<file path="src/rtl/ula_seq.sv">
// ula_seq: multi-cycle ALU with valid/ready handshake, iterative shifts and shift-add multiply
// Ports: clk_in/rst_in clock and sync active-high reset; valid_in/ready_out accept side with
// ula_op_in, a_in, b_in operands; valid_out/ready_in result side with result_out and
// zero_out, neg_out, carry_out, ovf_out status flags.
module ula_seq #(
    parameter int BITS = 8,
    parameter int ULA_OP = 4,
    localparam int SHW = $clog2(BITS)
) (
    input  logic              clk_in,
    input  logic              rst_in,
    input  logic              valid_in,
    output logic              ready_out,
    input  logic [ULA_OP-1:0] ula_op_in,
    input  logic [BITS-1:0]   a_in,
    input  logic [BITS-1:0]   b_in,
    output logic              valid_out,
    input  logic              ready_in,
    output logic [BITS-1:0]   result_out,
    output logic              zero_out,
    output logic              neg_out,
    output logic              carry_out,
    output logic              ovf_out
);
    localparam logic [ULA_OP-1:0] OP_NOT = ULA_OP'(0), OP_AND = ULA_OP'(1), OP_OR = ULA_OP'(2),
        OP_XOR = ULA_OP'(3), OP_ADD = ULA_OP'(4), OP_SUB = ULA_OP'(5), OP_SLL = ULA_OP'(6),
        OP_SRL = ULA_OP'(7), OP_SRA = ULA_OP'(8), OP_MUL = ULA_OP'(9), OP_MULH = ULA_OP'(10);
    localparam logic [SHW:0] CNT_ONE = (SHW+1)'(1);
    typedef enum logic [1:0] {IDLE, EXEC, DONE} state_t;
    state_t state, state_nxt;
    logic [ULA_OP-1:0] op;
    logic [2*BITS-1:0] wrk, acc, acc_stp;
    logic [BITS-1:0] mplr, sh_stp, res_idle, res_d;
    logic [BITS:0] sum, dif;
    logic [SHW:0] cnt;
    logic [SHW-1:0] shamt;
    logic in_sh, in_mul, is_mul, one, accept, fin, load, c_idle, v_idle, c_d, v_d;

    assign ready_out = state == IDLE;
    assign valid_out = state == DONE;
    assign shamt = b_in[SHW-1:0];
    assign in_sh = ula_op_in >= OP_SLL && ula_op_in <= OP_SRA;
    assign in_mul = ula_op_in == OP_MUL || ula_op_in == OP_MULH;
    assign is_mul = op == OP_MUL || op == OP_MULH;
    // single-cycle unless it needs the iterative datapath
    assign one = !in_mul && !(in_sh && shamt != '0);
    assign accept = valid_in && state == IDLE;
    // last EXEC step: its result is written on the same edge that enters DONE
    assign fin = state == EXEC && cnt == CNT_ONE;
    assign load = (accept && one) || fin;

    always_comb begin
        sum = {1'b0, a_in} + {1'b0, b_in};
        dif = {1'b0, a_in} - {1'b0, b_in};
        res_idle = '0;
        c_idle = 1'b0;
        v_idle = 1'b0;
        case (ula_op_in)
            OP_NOT: res_idle = ~b_in;
            OP_AND: res_idle = a_in & b_in;
            OP_OR:  res_idle = a_in | b_in;
            OP_XOR: res_idle = a_in ^ b_in;
            OP_ADD: begin
                res_idle = sum[BITS-1:0];
                c_idle = sum[BITS];
                v_idle = a_in[BITS-1] == b_in[BITS-1] && sum[BITS-1] != a_in[BITS-1];
            end
            OP_SUB: begin
                res_idle = dif[BITS-1:0];
                c_idle = dif[BITS];
                v_idle = a_in[BITS-1] != b_in[BITS-1] && dif[BITS-1] != a_in[BITS-1];
            end
            OP_SLL, OP_SRL, OP_SRA: res_idle = a_in;
            default: res_idle = '0;
        endcase
        sh_stp = op == OP_SLL ? wrk[BITS-1:0] << 1 :
                 op == OP_SRL ? wrk[BITS-1:0] >> 1 : {wrk[BITS-1], wrk[BITS-1:1]};
        acc_stp = acc + (mplr[0] ? wrk : '0);
        res_d = state == IDLE ? res_idle : !is_mul ? sh_stp :
                op == OP_MUL ? acc_stp[BITS-1:0] : acc_stp[2*BITS-1:BITS];
        c_d = state == IDLE && c_idle;
        v_d = state == IDLE ? v_idle : op == OP_MUL && |acc_stp[2*BITS-1:BITS];
        state_nxt = state == IDLE ? (valid_in ? (one ? DONE : EXEC) : IDLE) :
                    state == EXEC ? (cnt == CNT_ONE ? DONE : EXEC) :
                    (ready_in ? IDLE : DONE);
    end

    always_ff @(posedge clk_in)
        state <= rst_in ? IDLE : state_nxt;

    always_ff @(posedge clk_in) begin
        if (rst_in) begin
            op <= '0;
            wrk <= '0;
            acc <= '0;
            mplr <= '0;
            cnt <= '0;
            result_out <= '0;
            zero_out <= 1'b0;
            neg_out <= 1'b0;
            carry_out <= 1'b0;
            ovf_out <= 1'b0;
        end else begin
            if (accept) begin
                op <= ula_op_in;
                wrk <= {{BITS{1'b0}}, a_in};
                mplr <= b_in;
                acc <= '0;
                cnt <= in_mul ? (SHW+1)'(BITS) : {1'b0, shamt};
            end else if (state == EXEC) begin
                cnt <= cnt - CNT_ONE;
                wrk <= is_mul ? wrk << 1 : {{BITS{1'b0}}, sh_stp};
                mplr <= mplr >> 1;
                acc <= acc_stp;
            end
            if (load) begin
                result_out <= res_d;
                zero_out <= res_d == '0;
                neg_out <= res_d[BITS-1];
                carry_out <= c_d;
                ovf_out <= v_d;
            end
        end
    end
endmodule

</file>
<file path="config.mk">
export PLATFORM = sky130hd
export DESIGN_NAME = ula_seq
export DESIGN_NICKNAME = d
export VERILOG_FILES = /design/src/rtl/ula_seq.sv
export SDC_FILE = /design/constraint.sdc
export NUM_CORES = 1
export LEC_CHECK = 0
export BUFFER_PORTS_ARGS = -buffer_cell sky130_fd_sc_hd__buf_2
export CORE_ASPECT_RATIO = 0.7
export CORE_MARGIN = 8
export CORE_UTILIZATION = 56
export CTS_CLUSTER_SIZE = 40
export DETAILED_ROUTE_END_ITERATION = 7
export MAX_ROUTING_LAYER = met4
export PLACE_DENSITY = 0.78
export SYNTH_ARGS = -nofsm -noshare
export SYNTH_HDL_FRONTEND = slang
export SYNTH_SLANG_ARGS = --single-unit
</file>
<file path="constraint.sdc">
create_clock -name clk_in -period 2.9 [get_ports clk_in]
set_input_delay 0.29 -clock clk_in [delete_from_list [all_inputs] [get_ports clk_in]]
set_output_delay 0.29 -clock clk_in [all_outputs]
set_load 0.1 [all_outputs]
</file>
# Word-level counts from Yosys, hierarchy flattened
# Cells that the tools add are included.
[classes] n_addsub=4 n_lt_le_gt_ge=2 n_eq_ne=21 mux=24 n_bitwise=4 reduce_logical=23
[ops] cell="two-way mux 8 bit" count=9
[ops] cell="one-hot mux 8 bit (7 select lines)" count=1
[ops] cell="two-way mux 16 bit" count=2
[ops] cell="equality test 4 x 3 -> 1 bit (second input constant)" count=6
[ops] cell="equality test 4 bit (second input constant)" count=5
[ops] cell="adder 16 bit" count=1
[ops] cell="two-way mux 2 bit" count=6
[ops] cell="two-way mux 4 bit" count=3
[ops] cell="logical AND 1 bit" count=10
[ops] cell="adder 8 x 8 -> 9 bit" count=1
[ops] cell="subtractor 8 x 8 -> 9 bit" count=1
[ops] cell="AND 8 bit" count=1
[ops] cell="equality test 4 x 1 -> 1 bit (second input constant)" count=2
[ops] cell="equality test 4 x 2 -> 1 bit (second input constant)" count=2
[ops] cell="zero test 8 bit" count=1
[ops] cell="NOT 8 bit" count=1
[ops] cell="OR 8 bit" count=1
[ops] cell="OR reduction 8 bit" count=1
[ops] cell="bitwise XOR 8 bit" count=1
[ops] cell="greater-or-equal comparator 4 x 3 -> 1 bit (second input constant)" count=1
[ops] cell="less-or-equal comparator 4 bit (second input constant)" count=1
[ops] cell="zero test 4 bit" count=1
[ops] cell="one-hot mux 1 bit (2 select lines)" count=2
[ops] cell="subtractor 4 x 1 -> 4 bit (second input constant)" count=1
[ops] cell="12 further kinds" count=17
[totals] register_bits=62 in_bits=24 out_inout_bits=14 wordCells=90

# Depth between registers and ports, before layout
# Gate-level depths: netlist (run 1).
[logic_depth] ltp_word=8 ltp_mapped=12 mapped_depth_nobuf=11

# Worst setup path after synthesis (run 1)
# No wires, ideal clock.
[synth_timing] kind="reg2reg" start="register mplr[0]" end="register ovf_out" setup_time_ns=0.119 arrival_ns=2.748 required_ns=2.781 path_slack_ns=0.033 path_stages_with_launch=13 n_path_buf=2 period_less_slack_ns=2.867 path_cell_list="dfxtp_1 > clkbuf_1 > and2_1 > ha_1 > buf_2 > and3_1 > and2_1 > a22o_1 > or4b_1 > o211ai_2 > nand2_1 > o31a_1 > o221a_1"
[synth_between] elab_chain_cells=5
[synth_rtl] item="start: declaration" line="33" rtl="logic [BITS-1:0] mplr, sh_stp, res_idle, res_d;"
[synth_rtl] item="start signal: assignment" line="107" rtl="mplr <= b_in;"
[synth_rtl] item="start signal: assignment" line="113" rtl="mplr <= mplr >> 1;"
[synth_rtl] item="two-way mux 16 bit" line="78" rtl="acc_stp = acc + (mplr[0] ? wrk : '0);"
[synth_rtl] item="adder 16 bit" line="78"
[synth_rtl] item="OR reduction 8 bit" line="82" rtl="v_d = state == IDLE ? v_idle : op == OP_MUL && |acc_stp[2*BITS-1:BITS];"
[synth_rtl] item="logical AND 1 bit" line="82"
[synth_rtl] item="two-way mux 1 bit" line="82"
[synth_rtl] item="end signal: assignment" line="121" rtl="ovf_out <= v_d;"
[synth_rtl] item="end: declaration" line="23" rtl="output logic ovf_out"
# No other way between the ends.
# A chain may end at the register's enable or synchronous reset.

# Worst setup path in the final report (run 1)
[layout_timing] start="register mplr[0]" end="register zero_out"
[layout_between] elab_chain_cells=6
[layout_rtl] item="two-way mux 16 bit" line="78"
[layout_rtl] item="adder 16 bit" line="78"
[layout_rtl] item="two-way mux 8 bit" line="80" rtl="op == OP_MUL ? acc_stp[BITS-1:0] : acc_stp[2*BITS-1:BITS];"
[layout_rtl] item="two-way mux 8 bit (2 in series)" line="79" rtl="res_d = state == IDLE ? res_idle : !is_mul ? sh_stp :"
[layout_rtl] item="zero test 8 bit" line="118" rtl="zero_out <= res_d == '0;"
[layout_rtl] item="end signal: assignment" line="99" rtl="zero_out <= 1'b0;"
[layout_rtl] item="end signal: assignment" line="118"
[layout_rtl] item="end: declaration" line="20" rtl="output logic zero_out,"
# No other way between the ends.

==> impl_metrics.yaml, run 1 <==
die:
  dieArea_mm2: 0.0131
  core_mm2: 0.00953
  rows: 30
  io_pins: 38
  initial_core_util: 0.568
  fp.dieH_um: 98.3
  die_x_um: 134
yosys:
  yosysMostFrequentCell: "nand2_1"
  synthTopCellsByCount: "nand2_1 (93), a21oi_1 (75), dfxtp_1 (61)"
  synth_ff_type: "dfxtp_1"
  async_reset_ff_frac: 0
  yosysWarnings: 0
  synthCells: 717
  syn_area_per_cell_um2: 7.55
  synth-edff-count: 0
  synth_nets: 785
  yosys-top-cells-area: "dfxtp_1 (23%), ha_1 (9.5%), a21oi_1 (6.9%)"
  yosysTopAreaCell: "dfxtp_1"
  syn_area_mm2: 0.00541
  synth.distinct_cells: 84
  synth_top_area_frac: 0.226
  yosysSeqAreaShare: 0.226
  ys_seq_elements: 61
pwr:
  powerDensity_mw_per_mm2: 458
  vdd_drop_max_mv: 0.367
  leakagePower_nw: 2.68
route:
  drc: 0
  wire_per_inst_um: 19.7
  firstDrtPassIters: 6
  via_count: 5902
  routed_via_density: 6.49
  drt-total-wl_mm: 18.0
  drt-initial-drc-count: 799
  ant_nets: 0
finish:
  n_fill_cell: 762
  fin_nets: 845
  drive_gt1_frac: 0.229
  n_antenna_cell: 0
  utilization: 0.685
  syn2layout_area_growth_pct: 20.7
sta:
  final.period_utilization: 1.01
  maxSlewHeadroom: 0.352
  fmax_ghz: 0.342
  post-route-min-period_ps: 2920
  worstMarginPinSlew_ps: 958
  worst_clock_skew_ps: 12.8
  final_hold_viol_count: 0
  rsz0062_at_grt: "yes"
  setup_ws_ps: -23.5
  setup_viol: 2
  report.final.slew_viol_count: 0
clocking:
  clk_pin_slew_ps: 60
  cts-buffers-inserted: 9
  cts_buffer_depth: 2
  clk_latency_ps: 350
  ctsHtreeMaxLevel: 3
  cts_root_buffer: "clkbuf_16"
  cts_num_sinks: 61
  cts_tree: "done"
setup_path:
  crit-reg2reg-launch: "mplr[0]"
  crit_type: "flip-flop to flip-flop"
  startpoint_type: "flip-flop"
  critPathArrivalTime_ps: 3170
  required_ps: 3140
  reg2reg_to: "zero_out"
  reg2regPathDepth: 11
  ff2ff_setup_slack_ps: -20
  end_kind: "flip-flop"
  critPathMaxFanout: 5
placed_design:
  portBuffers: 37
  dp_hpwl_mm: 13.3
  gp_congestion: 0.953
  dp_slack_ps: -133
run_status:
  outcome: "finished, violations left"
  violations: "setup timing"
worst_hold_path:
  min_from: "ready_in"
  holdPathStages: 3
  whs_endpoint: "state[1]"
  hold_path_class: "input pin to flip-flop"
global_routing:
  antenna_found_initial: 0
  grt_pass1_vias: 5308
  track_usage: 0.270
  grt.overflow.total: 0
  grt_max_degree: 43
  grt_first_pass_wirelength_mm: 27.9
run:
  maxCapViolCount: 0
==> metal layers <==
metal / routed length [um] / GRT usage / vias up
li1: - / - / 2736
met1: 8420 / 0.389 / 2803
met2: 7270 / 0.354 / 332
met3: 2040 / 0.0785 / 31
met4: 223 / 0.0688 / 0
met5: 0 / - / -
==> power by group <==
part	internal [mW]	total, mW	switching (mW)
Combinational	0.285	0.853	0.568
Clock	0.781	1.21	0.427
Sequential	0.887	0.932	0.0449
==> timing repair <==
| action | in CTS | in global routing |
|---|---|---|
| buffers inserted | 1 | 5 |
| endpoints found under the setup margin | 4 | 5 |
| hold buffers | 0 | 0 |
| cloned | 0 | 0 |
| resized for setup | 9 | 33 |
| pin swaps | 2 | 17 |
==> through the flow <==
step                cells  area, um^2  setup TNS (ps)  hold slack (ps)  total power, mW
finish                910        6530           -44.7              206             2.99
global route          910        6530            -192              223             3.09
CTS                   905        6330               0              204             2.96
detailed placement    888        5960            -321              450             1.76
global placement      888        5960           -44.3              441             1.75
floorplan             717        5410               0              426             1.53
==> flip-flops by register name, summed over array words and instances, names as in the netlist <==
signal / count
result_out: 8
state: 2
zero_out: 1
wrk: 16
cnt: 4
ovf_out: 1
carry_out: 1
op: 4
acc: 16
mplr: 8
==> cells in the final DEF (no fill, tap or decap), types with 4 or more instances in the layout <==
cell type	count
a22o_1	6
nand3b_1	7
o21ba_2	4
o21ai_0	26
clkbuf_16	9
inv_1	31
nor2_1	47
ha_4	6
buf_2	37
a21oi_2	6
or2_2	4
nor3_1	13
ha_1	32
a21o_1	12
o21bai_1	5
nor2b_1	12
or3_1	5
mux2i_1	7
o31ai_1	4
a211oi_1	14
a31oi_1	6
and2_1	17
a221oi_1	11
dfxtp_1	60
a21oi_1	69
xnor2_1	15
o221a_2	4
o211ai_1	5
nand2_1	92
nand2b_1	9
buf_4	62
nand3_1	19
nand4_1	6
a22oi_1	11
and3_1	4
==> final cells by class <==
type | count | area, um^2 | area share
clock buffer | 10 | 239 | 0.0366
clock inverter | 6 | 93.8 | 0.0144
inverter | 33 | 124 | 0.0190
multi-input combinational | 571 | 4020 | 0.615
tap | 128 | 160 | 0.0245
timing repair buffer | 101 | 673 | 0.103
sequential | 61 | 1220 | 0.188
==> cells by family after synthesis <==
family          share of synthesized area
simple gates                        0.248
compound gates                      0.297
buf+inv                            0.0668
flops                               0.226
fa+ha+maj                           0.106
xor+xnor                           0.0291
mux                                0.0275
==> worst max path at each step <==
stage,to,cells past startpoint,slack (ps),from
after floorplan,ovf_out,12,30,mplr[0]
after global placement,zero_out,12,-40,mplr[0]
after detailed placement,zero_out,12,-130,mplr[0]
after CTS,zero_out,11,5,mplr[0]
after global routing,zero_out,11,-90,mplr[0]
final,zero_out,11,-20,mplr[0]
==> critical path, cell delays in order, from the launching register on <==
cell	delay, ps
dfxtp_4	360
and2_4	160
ha_4	160
fa_2	370
a21o_1	200
nand4_1	250
a21oi_2	120
o221a_2	270
a311o_1	300
nor4_2	260
nand4_1	140
o32ai_2	240
No activity file was read; power rests on OpenSTA's default activity.
==> inputs of run 2 (changes only) <==
--- a/config.mk
+++ b/config.mk
@@ -5,6 +5,7 @@
 export SDC_FILE = /design/constraint.sdc
 export NUM_CORES = 1
 export LEC_CHECK = 0
+export ABC_AREA = 1
 export BUFFER_PORTS_ARGS = -buffer_cell sky130_fd_sc_hd__buf_2
 export CORE_ASPECT_RATIO = 0.7
 export CORE_MARGIN = 8
==> impl_metrics.yaml, run 2 <==
run_status:
  outcome: "complete, no violations"
die:
  die_x_um: 133
  core_mm2: 0.00950
  rows: 30
  fp.dieH_um: 97.8
  dieArea_mm2: 0.0130
  initial_core_util: 0.564
  io_pins: 38
route:
  drt-total-wl_mm: 15.9
  ant_nets: 0
  wire_per_inst_um: 15.1
  via_count: 5842
  routed_via_density: 5.56
  drc: 0
  drt-initial-drc-count: 682
  firstDrtPassIters: 5
placed_design:
  dp_hpwl_mm: 12.5
  dp_cells: 1035
  postPlaceCellArea_mm2: 0.00562
  portBuffers: 37
  gp_congestion: 1.04
setup_path:
  crit_type: "flip-flop to flip-flop"
  critPathArrivalTime_ps: 2910
  required_ps: 3170
  reg2regPathDepth: 18
  critPathMaxFanout: 17
  end_kind: "flip-flop"
  startpoint_type: "flip-flop"
finish:
  register_area_mm2: 0.00122
  n_fill_cell: 921
  n_antenna_cell: 0
  syn2layout_area_growth_pct: 9.79
  utilization: 0.619
  drive_gt1_frac: 0.0954
  layout.cells.most_common: "nand2_1"
  layout_common_cells: "nand2_1 (275), inv_1 (144), nor2_1 (69)"
  multi_input_area_mm2: 0.00342
  final_area_mm2: 0.00588
  largestRegisters: "acc x16, wrk x16"
  instances_no_fill: 1050
  fin_nets: 986
clocking:
  postCtsResizedCells: 0
  cts_tree: "done"
  cts_root_buffer: "clkbuf_16"
  post_cts_buffers: 0
  cts_num_sinks: 61
  cts_buffer_depth: 2
  clk_latency_ps: 330
  hold_buffers: 0
  clk_pin_slew_ps: 50
  cts-buffers-inserted: 9
  ctsHtreeMaxLevel: 3
sta:
  maxSlewHeadroom: 0.573
  report.final.slew_viol_count: 0
  fmax_ghz: 0.378
  worst_clock_skew_ps: 7.53
  final_hold_viol_count: 0
  final.period_utilization: 0.912
  tns_ps: 0
  worstMarginPinSlew_ps: 639
  post-route-min-period_ps: 2640
  rsz0062_at_grt: "no"
  setup_viol: 0
yosys:
  synth-adder-area-share: 0.107
  synth_nets: 959
  synth_mux_area_frac: 0.00187
  synthTopCellsByCount: "nand2_1 (275), inv_1 (144), nor2_1 (69)"
  synth_top_family_by_area: "simple AND/OR/NAND/NOR gates"
  ys_seq_elements: 61
  yosysWarnings: 0
  yosysSeqAreaShare: 0.228
  synth_compound_area_frac: 0.164
  synth_xor_area_frac: 0.00817
  async_reset_ff_frac: 0
  synthSimpleGateAreaFrac: 0.357
  synth.distinct_cells: 45
  syn_area_mm2: 0.00536
  yosys-top-cells-area: "dfxtp_1 (23%), nand2_1 (19%), inv_1 (10%)"
  synth_ff_type: "dfxtp_1"
  synth_top_area_frac: 0.228
  yosysTopAreaCell: "dfxtp_1"
  syn_area_per_cell_um2: 6.01
  synth-edff-count: 0
  synthCells: 891
  yosysMostFrequentCell: "nand2_1"
global_routing:
  grt_max_degree: 42
  antenna_found_initial: 0
  track_usage: 0.251
  grt.overflow.total: 0
  grt_pass1_vias: 5136
  grt_first_pass_wirelength_mm: 26.1
pwr:
  power.total_mw: 2.68
  powerDensity_mw_per_mm2: 456
  vdd_drop_max_mv: 0.461
  leakagePower_nw: 3.21
worst_hold_path:
  hold_path_class: "input pin to flip-flop"
  holdPathStages: 3
run:
  maxCapViolCount: 0
==> run 2: report_power, final <==
group	internal, mW	switching (mW)	leakage, nW	total (mW)
logic	0.208	0.567	2.58	0.775
registers	0.899	0.0504	0.498	0.949
clock network	0.594	0.367	0.129	0.960
==> run 2: critical path, stage by stage (launching register included) <==
cell and delay [ps]:
dfxtp_1 710, nand2_1 110, inv_1 70, ha_1 190
fa_1 230, nand2_1 80, nand2_2 100, nand3_2 80
nand2_2 90, nand2_1 70, nand2_1 60, nand2_1 60
nand3_1 70, nand2_1 60, mux2i_1 230, nand2_1 80
nor2_1 120, nand2_1 70, a21oi_2 100
==> run 2: stage by stage <==
step	hold WS [ps]	setup slack, ps
floorplan	369	589
global placement	454	396
detailed placement	460	323
CTS	249	305
global route	268	2.40
finish	257	256
==> run 2: kinds of logic (layout without fill, tap and decap cells) <==
logic type	after synthesis	after routing
xor+xnor	5	5
compound gates	149	149
flops	61	61
simple gates	449	449
mux	1	1
fa+ha+maj	44	44
buf+inv	182	213
==> run 2: worst paths after layout <==
check	startpoint	to	slack (ps)
worst max-delay path	mplr[0]	zero_out	260
worst min-delay path	b_in[5]	mplr[5]	260
worst max register to register	mplr[0]	zero_out	260
worst min register to register	carry_out	carry_out	470
==> run 2: area by class of cell <==
type                            count  area share
Tap cell                          128      0.0272
Clock buffer                       13      0.0425
Timing Repair Buffer               45      0.0417
Clock inverter                      2     0.00170
Sequential cell                    61       0.208
Multi-Input combinational cell    648       0.581
Inverter                          153      0.0981
==> run 2: routing by layer <==
metal,wire length [um],up-vias,GRT usage
li1,-,2895,-
met1,8140,2660,0.382
met2,6010,267,0.326
met3,1570,20,0.0564
met4,139,0,0.0391
met5,0,-,-
==> inputs of run 3 (changes only) <==
--- a/config.mk
+++ b/config.mk
@@ -14,6 +14,8 @@
 export DETAILED_ROUTE_END_ITERATION = 7
 export MAX_ROUTING_LAYER = met4
 export PLACE_DENSITY = 0.78
+export REMOVE_ABC_BUFFERS = 1
+export SKIP_CTS_REPAIR_TIMING = 1
 export SYNTH_ARGS = -nofsm -noshare
 export SYNTH_HDL_FRONTEND = slang
 export SYNTH_SLANG_ARGS = --single-unit
==> impl_metrics.yaml, run 3 (synthesis results as in run 2) <==
clocking:
  clk_pin_slew_ps: 60
  cts_tree: "done"
  cts-buffers-inserted: 9
  cts_root_buffer: "clkbuf_16"
  clk_latency_ps: 330
  cts_buffer_depth: 2
  ctsHtreeMaxLevel: 3
  cts_num_sinks: 61
sta:
  worst_clock_skew_ps: 8.77
  worstMarginPinSlew_ps: 546
  report.final.slew_viol_count: 0
  fmax_ghz: 0.414
  final.period_utilization: 0.834
  setup_ws_ps: 482
  rsz0062_at_grt: "no"
  post-route-min-period_ps: 2420
  maxSlewHeadroom: 0.635
  setup_viol: 0
  final_hold_viol_count: 0
route:
  ant_nets: 0
  routed_via_density: 5.53
  wire_per_inst_um: 15.5
  via_count: 5827
  drc: 0
  drt-total-wl_mm: 16.3
  firstDrtPassIters: 5
  drt-initial-drc-count: 693
pwr:
  powerDensity_mw_per_mm2: 479
  power.total_mw: 2.85
  leakagePower_nw: 3.25
  vdd_drop_max_mv: 0.318
global_routing:
  grt_first_pass_wirelength_mm: 26.8
  grt_max_degree: 39
  top_usage_layer: "met1"
  grt.met2_usage: 0.329
  grt.overflow.total: 0
  grtUsageMet1: 0.396
  track_usage: 0.259
  use_met3: 0.0631
  antenna_found_initial: 0
  grt_pass1_vias: 5156
setup_path:
  startpoint_type: "flip-flop"
  critPathMaxFanout: 14
  required_ps: 3170
  end_kind: "flip-flop"
  crit_type: "flip-flop to flip-flop"
  critPathArrivalTime_ps: 2690
finish:
  layout.cells.most_common: "nand2_1"
  largestRegisters: "acc x16, wrk x16"
  drive_gt1_frac: 0.102
  layout_common_cells: "nand2_1 (275), inv_1 (144), nor2_1 (69)"
  multi_input_area_mm2: 0.00342
  register_area_mm2: 0.00122
  fin_nets: 989
  syn2layout_area_growth_pct: 11.2
  n_fill_cell: 911
  n_antenna_cell: 0
  instances_no_fill: 1054
placed_design:
  dp_slack_ps: 560
  dp_cells: 1038
  portBuffers: 37
  gp_congestion: 1.01
  dp_hpwl_mm: 12.9
die:
  initial_core_util: 0.564
  die_x_um: 133
  fp.dieH_um: 97.8
  io_pins: 38
  rows: 30
  core_mm2: 0.00950
  dieArea_mm2: 0.0130
worst_hold_path:
  hold_path_class: "input pin to flip-flop"
run_status:
  outcome: "complete, no violations"
run:
  maxCapViolCount: 0
[run 3: changes by cell type in the layout (fill, tap and decap cells not counted), sizes merged]
cell      change
clkinv        -1
bufinv        +1
buf           +3
clkinvlp      +1
[run 3: path summary, 6_finish.rpt]
| kind | start | endpoint | slack, ps | cells past startpoint |
|---|---|---|---|---|
| worst min-delay path | b_in[5] | mplr[5] | 270 | 3 |
| worst max register to register | mplr[0] | zero_out | 480 | 18 |
| worst min register to register | wrk[13] | wrk[14] | 480 | 2 |
| worst max-delay path | mplr[0] | zero_out | 480 | 18 |
[run 3: final cells by class]
type	instances	share of cell area
well taps	128	0.0269
repair buffers	48	0.0449
clock inverters	3	0.00714
multi-input cells	648	0.574
flip-flops and latches	61	0.205
inverters	153	0.0968
clock buffers	13	0.0454
[run 3: critical path: stages, from the launching register on]
cell and delay [ps]:
dfxtp_1 330, buf_4 200, nand2_1 80, inv_1 40, ha_1 340, nand2_1 120, nor2_1 190, nand2_1 100
nand2_1 110, nand2_1 80, nand3_1 90, nand2_1 90, inv_1 60, nand2_1 50, nand2_1 80, nand4_1 100
nor2_1 130, nand2_1 80, a21oi_2 110
[run 3: per-stage QoR]
stage	utilization	hold slack, ps	setup TNS (ps)	area, um^2
6_report	0.627	266	0	5960
5_1_grt	0.627	277	0	5960
4_1_cts	0.627	261	0	5960
3_5_place_dp	0.594	460	0	5640
3_3_place_gp	0.594	459	0	5640
2_1_floorplan	-	352	-40500	5220
[run 3: per-layer routing]
layer  wire [um]  share of wire
met1        8270           0.51
met2        5990           0.37
met3        1940           0.12
met4         111         0.0068
met5           0              0
[run 3: where the power goes]
part / switching (mW) / internal, mW / total, mW
logic: 0.582 / 0.212 / 0.794
clock network: 0.382 / 0.734 / 1.12
registers: 0.0445 / 0.898 / 0.943
